File: src/rtl/map_ram_arbiter.sv
// Arbiter that owns the single-port map RAM and shares it between the renderer (port 0),
// pacman collision (port 1) and ghost movement (port 2); cell writes are atomic read-modify-write.
module map_ram_arbiter #(
    parameter int ROWS          = 30,
    parameter int COLS          = 40,
    parameter int RD_LAT        = 1,
    parameter int MAX_P0_STREAK = 4
) (
    input  logic         CLOCK_50,
    input  logic         reset,
    input  logic [2:0]   req,
    input  logic [5:0]   op,
    input  logic [14:0]  row,
    input  logic [17:0]  col,
    input  logic [11:0]  wdata,
    output logic [2:0]   ack,
    output logic         err,
    output logic [159:0] rd_row,
    output logic [3:0]   rd_cell,
    output logic         busy,
    output logic [4:0]   ram_addr,
    output logic [159:0] ram_wdata,
    output logic         ram_wren,
    input  logic [159:0] ram_q,
    output logic [2:0]   dbg_state
);

    typedef enum logic [2:0] {
        S_IDLE = 3'd0,
        S_RD   = 3'd1,
        S_WAIT = 3'd2,
        S_CAP  = 3'd3,
        S_WR   = 3'd4,
        S_DONE = 3'd5
    } state_t;

    localparam int             SW         = $clog2(MAX_P0_STREAK + 1);
    localparam logic [SW-1:0]  STREAK_MAX = SW'(MAX_P0_STREAK);
    localparam logic [4:0]     ROWS_L     = 5'(ROWS);
    localparam logic [5:0]     COLS_L     = 6'(COLS);
    localparam logic [1:0]     WAIT_INIT  = 2'((RD_LAT > 1) ? RD_LAT - 2 : 0);

    state_t         r_state;
    logic [1:0]     r_port;
    logic [1:0]     r_op;
    logic [4:0]     r_row;
    logic [5:0]     r_col;
    logic [3:0]     r_wdata;
    logic [SW-1:0]  r_streak;
    logic           r_last2;
    logic [1:0]     r_wait;
    logic [2:0]     r_ack;
    logic           r_err;
    logic [159:0]   r_rd_row;
    logic [3:0]     r_rd_cell;
    logic [4:0]     r_ram_addr;
    logic [159:0]   r_ram_wdata;
    logic           r_ram_wren;

    logic           w_p12;
    logic [1:0]     w_gnt_port;
    logic [1:0]     w_sel_op;
    logic [4:0]     w_sel_row;
    logic [5:0]     w_sel_col;
    logic [3:0]     w_sel_wdata;
    logic           w_oor;
    logic           w_col_ok;
    logic [7:0]     w_lsb;
    logic [3:0]     w_old;
    logic [3:0]     w_new_nib;
    logic           w_do_wr;
    logic [159:0]   w_mask;
    logic [159:0]   w_new_row;

    // Port 0 wins unless its streak is exhausted; ports 1 and 2 strictly alternate.
    always_comb begin
        w_p12      = req[1] | req[2];
        w_gnt_port = 2'd0;
        if (req[0] && !((r_streak == STREAK_MAX) && w_p12))
            w_gnt_port = 2'd0;
        else if (req[1] && req[2])
            w_gnt_port = r_last2 ? 2'd1 : 2'd2;
        else if (req[1])
            w_gnt_port = 2'd1;
        else if (req[2])
            w_gnt_port = 2'd2;

        case (w_gnt_port)
            2'd1: begin
                w_sel_op    = op[3:2];
                w_sel_row   = row[9:5];
                w_sel_col   = col[11:6];
                w_sel_wdata = wdata[7:4];
            end
            2'd2: begin
                w_sel_op    = op[5:4];
                w_sel_row   = row[14:10];
                w_sel_col   = col[17:12];
                w_sel_wdata = wdata[11:8];
            end
            default: begin
                w_sel_op    = 2'b00;
                w_sel_row   = row[4:0];
                w_sel_col   = col[5:0];
                w_sel_wdata = wdata[3:0];
            end
        endcase
        if (w_sel_op == 2'b11)
            w_sel_op = 2'b00;

        w_oor = (w_sel_row >= ROWS_L) || ((w_gnt_port != 2'd0) && (w_sel_col >= COLS_L));
    end

    // Column 0 is the most significant nibble of the row word.
    always_comb begin
        w_col_ok  = (r_col < COLS_L);
        w_lsb     = 8'd156 - {r_col, 2'b00};
        w_old     = w_col_ok ? ram_q[w_lsb +: 4] : 4'h0;
        w_do_wr   = 1'b0;
        w_new_nib = r_wdata;
        case (r_op)
            2'b01: w_do_wr = w_col_ok;
            2'b10: begin
                case (w_old)
                    4'h2, 4'h3: begin
                        w_do_wr   = 1'b1;
                        w_new_nib = 4'h0;
                    end
                    4'h6, 4'h7: begin
                        w_do_wr   = 1'b1;
                        w_new_nib = 4'h5;
                    end
                    default: w_do_wr = 1'b0;
                endcase
            end
            default: w_do_wr = 1'b0;
        endcase
        w_mask    = {156'd0, 4'hF} << w_lsb;
        w_new_row = (ram_q & ~w_mask) | ({156'd0, w_new_nib} << w_lsb);
    end

    always_ff @(posedge CLOCK_50 or negedge reset) begin
        if (!reset) begin
            r_state     <= S_IDLE;
            r_port      <= 2'd0;
            r_op        <= 2'd0;
            r_row       <= 5'd0;
            r_col       <= 6'd0;
            r_wdata     <= 4'd0;
            r_streak    <= '0;
            r_last2     <= 1'b1;
            r_wait      <= 2'd0;
            r_ack       <= 3'd0;
            r_err       <= 1'b0;
            r_rd_row    <= 160'd0;
            r_rd_cell   <= 4'd0;
            r_ram_addr  <= 5'd0;
            r_ram_wdata <= 160'd0;
            r_ram_wren  <= 1'b0;
        end else begin
            case (r_state)
                S_IDLE: begin
                    if (|req) begin
                        r_port  <= w_gnt_port;
                        r_op    <= w_sel_op;
                        r_row   <= w_sel_row;
                        r_col   <= w_sel_col;
                        r_wdata <= w_sel_wdata;
                        if (w_gnt_port == 2'd0) begin
                            if (w_p12 && (r_streak != STREAK_MAX))
                                r_streak <= r_streak + 1'b1;
                        end else begin
                            r_streak <= '0;
                            r_last2  <= (w_gnt_port == 2'd2);
                        end
                        if (w_oor) begin
                            r_state   <= S_DONE;
                            r_ack     <= 3'b001 << w_gnt_port;
                            r_err     <= 1'b1;
                            r_rd_row  <= 160'd0;
                            r_rd_cell <= 4'd0;
                        end else begin
                            r_state    <= S_RD;
                            r_ram_addr <= w_sel_row;
                        end
                    end
                end
                S_RD: begin
                    if (RD_LAT > 1) begin
                        r_wait  <= WAIT_INIT;
                        r_state <= S_WAIT;
                    end else begin
                        r_state <= S_CAP;
                    end
                end
                S_WAIT: begin
                    if (r_wait == 2'd0)
                        r_state <= S_CAP;
                    else
                        r_wait <= r_wait - 2'd1;
                end
                S_CAP: begin
                    r_rd_row  <= ram_q;
                    r_rd_cell <= w_old;
                    r_err     <= 1'b0;
                    if (w_do_wr) begin
                        r_ram_wren  <= 1'b1;
                        r_ram_wdata <= w_new_row;
                        r_state     <= S_WR;
                    end else begin
                        r_ack   <= 3'b001 << r_port;
                        r_state <= S_DONE;
                    end
                end
                S_WR: begin
                    r_ram_wren <= 1'b0;
                    r_ack      <= 3'b001 << r_port;
                    r_state    <= S_DONE;
                end
                S_DONE: begin
                    r_ack   <= 3'd0;
                    r_err   <= 1'b0;
                    r_state <= S_IDLE;
                end
                default: r_state <= S_IDLE;
            endcase
        end
    end

    assign ack       = r_ack;
    assign err       = r_err;
    assign rd_row    = r_rd_row;
    assign rd_cell   = r_rd_cell;
    assign busy      = (r_state != S_IDLE);
    assign ram_addr  = r_ram_addr;
    assign ram_wdata = r_ram_wdata;
    assign ram_wren  = r_ram_wren;
    assign dbg_state = r_state;

endmodule
File: config.mk
export PLATFORM = sky130hd
export DESIGN_NAME = map_ram_arbiter
export DESIGN_NICKNAME = d
export VERILOG_FILES = /design/src/rtl/map_ram_arbiter.sv
export SDC_FILE = /design/constraint.sdc
export NUM_CORES = 1
export LEC_CHECK = 0
export CORE_MARGIN = 4
export CORE_UTILIZATION = 39
export CTS_BUF_LIST = sky130_fd_sc_hd__clkbuf_8
export CTS_CLUSTER_SIZE = 10
export DETAILED_ROUTE_END_ITERATION = 10
export GPL_ROUTABILITY_DRIVEN = 0
export GPL_TIMING_DRIVEN = 0
export PLACE_DENSITY = 0.76
export SLEW_MARGIN = 20
export SYNTH_ARGS = -nofsm -noshare
export SYNTH_HDL_FRONTEND = slang
export SYNTH_SLANG_ARGS = --single-unit
export TNS_END_PERCENT = 100
File: constraint.sdc
create_clock -name CLOCK_50 -period 5.33 [get_ports CLOCK_50]
set_input_delay 1.066 -clock CLOCK_50 [delete_from_list [all_inputs] [get_ports CLOCK_50]]
set_output_delay 1.066 -clock CLOCK_50 [all_outputs]
set_load 0.02 [all_outputs]
==> flow_summary_export.csv <==
group,metric,value,unit
die,die_area,0.0486,mm^2
power,p_seq_frac,0.284,
clock_tree,clock_path_buffers,3,
power,p_int,8.65,mW
timing,period_share,0.928,
synthesis,postSynth.asyncResetShare,1.00,
die,rows,77,
timing,skew,0.0217,ns
clock_tree,cts_setup_buffers,0,
run,drv_cap,0,
synthesis,synth_cell_types,67,
setup_path,end_kind,"flip-flop",
power,p_comb_frac,0.546,
route,drc_errors,0,
timing,rsz0062_at_grt,"no",
synthesis,synth-seq-cells,357,
setup_path,reg2reg_from,"r_col[3]$_DFFE_PN0P_",
setup_path,rrSetupSlack,0.38,ns
die,io_pins,554,
timing,setup_viol,0,
clock_tree,clkSinkCount,357,
clock_tree,cts_hold_buffers,0,
power,p_sw_frac,0.444,
power,ir_drop,300,uV
power,leakage,11.0,nW
synthesis,ys_seq_area_frac,0.507,
cells_and_area,fillers,3867,
setup_path,critPathCapture,"ram_wdata[83]$_DFFE_PN0P_",
synthesis,ys.flop_type,"dfrtp_1",
cells_and_area,utilization,0.569,
route,first_pass_iters,6,
cells_and_area,final_cells,2974,
place,hpwl,64700,um
synthesis,syn_inst,1714,
cells_and_area,final_common_cell,"clkdlybuf4s50_1",
synthesis,synth_warnings,0,
setup_path,start_kind,"flip-flop",
global_route,track_usage,0.338,
clock_tree,root_buffer,"clkbuf_8",
timing,max-slew-margin-rel,0.196,
synthesis,synth_area,0.0176,mm^2
route,first_iter_violations,2182,
setup_path,reg2reg_to,"ram_wdata[83]$_DFFE_PN0P_",
global_route,grt_pass1_wl,120000,um
synthesis,synth_nets,1939,
cells_and_area,drive_above_1_share,0.103,
route,antenna_left,0,
run_status,outcome,"finished, final reports clean",
timing,fmaxAchievable,202,MHz
setup_path,reg2reg_depth,12,
min_path,hp-class,"in -> async",
die,die_x,221,um
power,clock_power_share,0.170,
cells_and_area,fin_area,0.0253,mm^2
timing,fin_crit,4.95,ns
cells_and_area,multiInputGateArea,0.00791,mm^2
cells_and_area,regArea,0.00893,mm^2
timing,slew_violations,0,
die,start_util,0.397,
cells_and_area,synthToLayoutAreaGrowth,43.5,%
die,die_h,221,um
route,routed_wl,85300,um
setup_path,critical_path_class,"reg -> reg",
power,cellPowerDensity,615,mW/mm^2
cells_and_area,mostFrequentLayoutCells,"clkdlybuf4s50_1 (550), dfrtp_1 (356), nand2_1 (251), o21ai_0 (174), a22o_1 (163)",
clock_tree,post_cts_resized,0,
setup_path,crit_start,"r_col[3]$_DFFE_PN0P_",
route,num_vias,17772,
place,dp.cells,2862,
die,core,0.0444,mm^2
route,wl_per_cell,28.7,um
power,p_sw,6.90,mW
clock_tree,tritoncts,"done",
timing,tightest_slew,1.21,ns
setup_path,arrival,5.49,ns
clock_tree,cts_buffers,60,
clock_tree,clock_latency,0.68,ns
route,viasPerCell,5.98,
global_route,grt_max_degree,100,
clock_tree,htree_num_levels,2,
place,placed_area,0.0240,mm^2
clock_tree,clk_pin_slew,0.07,ns
place,port_buffers,551,
cells_and_area,nNetsFinal,2557,
synthesis,avgSynthCellArea,10.3,um^2
setup_path,crit_required,5.87,ns
setup_path,cp_max_fo,10,
global_route,gr-total-overflow,0,
timing,hold_violations,0,
global_route,grt_antenna_before_repair,4,
global_route,grt_pass1_vias,17717,
synthesis,synth-edff-count,0,
==> sequential cells by signal (all words and copies together), names as in the netlist <==
signal	cells
ram_wdata	160
rd_row	160
err	1
ack	3
r_port	2
r_streak	3
ram_addr	5
r_wait	2
r_last2	1
r_op	2
r_col	6
ram_wren	1
dbg_state	3
r_wdata	4
rd_cell	4
==> worst max-delay path: stages, from the launching register on <==
cell and delay (ns):
dfrtp_1 0.32, buf_2 0.22, clkinv_1 0.24, ha_1 0.34, buf_1 0.42, nand3_1 0.58
a2111oi_0 0.62, or4_4 0.27, a22oi_2 0.10, buf_6 0.23, nor2_2 0.71, buf_4 0.37
mux2_2 0.36
==> layer usage <==
metal  global-route usage  part of all wire
met5                    0           0.00014
met4                0.125             0.040
met1                0.419              0.38
met2                0.570              0.48
met3               0.0895             0.099
==> stage by stage <==
stage | power (mW) | worst slack [ns] | setup TNS (ns) | hold WS (ns)
final | 15.6 | 0.382 | 0 | 0.359
after floorplan | 8.65 | 1.88 | 0 | 0.444
after global placement | 12.7 | -12.23 | -4358.96 | 0.468
after detailed placement | 12.8 | -0.270 | -10.44 | 0.472
after global routing | 16.2 | 0.00920 | 0 | 0.385
after CTS | 15.5 | 0.413 | 0 | 0.371
==> cell families (layout without fill, tap and decap cells) <==
| kind of cell | Yosys count | count (layout) | synth area share |
|---|---|---|---|
| and+or+nand+nor | 531 | 531 | 0.127 |
| AOI/OAI and AO/OA | 504 | 504 | 0.200 |
| DFF | 357 | 357 | 0.507 |
| buffers and inverters | 156 | 821 | 0.0445 |
| muxes | 152 | 152 | 0.112 |
| adders and majority gates | 9 | 9 | 0.00639 |
| xor gates and xnor gates | 5 | 5 | 0.00291 |
| other | 0 | 3 | 0 |
==> cells in the mapped netlist, types with 3 or more instances <==
cell type	instances	area, um^2
dfrtp_1	356	8910
mux2_1	20	225
nor2b_1	5	31.3
o22ai_1	4	25.0
clkbuf_1	88	330
nor3_2	3	30.0
buf_6	13	146
nor3_1	87	435
and2_1	4	25.0
mux4_2	27	608
a211oi_1	5	37.5
a22o_1	163	1430
nor2_1	148	556
a21oi_1	12	60.1
buf_1	12	45.0
nand3_1	8	40.0
a22oi_1	19	143
nand2_1	251	942
o221ai_1	3	26.3
inv_1	15	56.3
or3_1	4	25.0
buf_4	11	82.6
o2bb2ai_1	9	78.8
mux2_2	69	777
ha_1	9	113
mux2i_1	35	350
o21ai_1	14	70.1
nand2b_1	6	37.5
o31ai_1	81	608
o21ai_0	174	871
buf_2	13	65.1
==> worst min path at each step <==
stage / startpoint / end / slack [ns]
after floorplan: r_wdata[0]$_DFFE_PN0P_ / r_wdata[0]$_DFFE_PN0P_ / 0.44
after global placement: ram_wdata[107]$_DFFE_PN0P_ / ram_wdata[107]$_DFFE_PN0P_ / 0.47
after detailed placement: ram_wren$_DFFE_PN0P_ / ram_wren$_DFFE_PN0P_ / 0.47
after CTS: reset / rd_row[25]$_DFFE_PN0P_ / 0.37
after global routing: reset / rd_row[25]$_DFFE_PN0P_ / 0.38
final: reset / rd_row[25]$_DFFE_PN0P_ / 0.36
==> power by group through the flow <==
stage / Sequential (mW) / Clock (mW) / Combinational, mW
final: 4.41 / 2.65 / 8.49
after global routing: 4.51 / 2.80 / 8.89
after CTS: 4.40 / 2.66 / 8.42
after detailed placement: 4.42 / 0 / 8.39
after global placement: 4.40 / 0 / 8.26
after floorplan: 5.50 / 0 / 3.15
==> final cells by class <==
cell class / count / area share
Tap cell: 592 / 0.0293
Timing Repair Buffer: 556 / 0.222
Buffer: 140 / 0.0287
Clock buffer: 78 / 0.0425
Clock inverter: 31 / 0.00832
Multi-Input combinational cell: 1201 / 0.313
Antenna cell: 3 / 0.000297
Sequential cell: 357 / 0.353
Inverter: 16 / 0.00238
No activity file was read; power rests on OpenSTA's default activity.
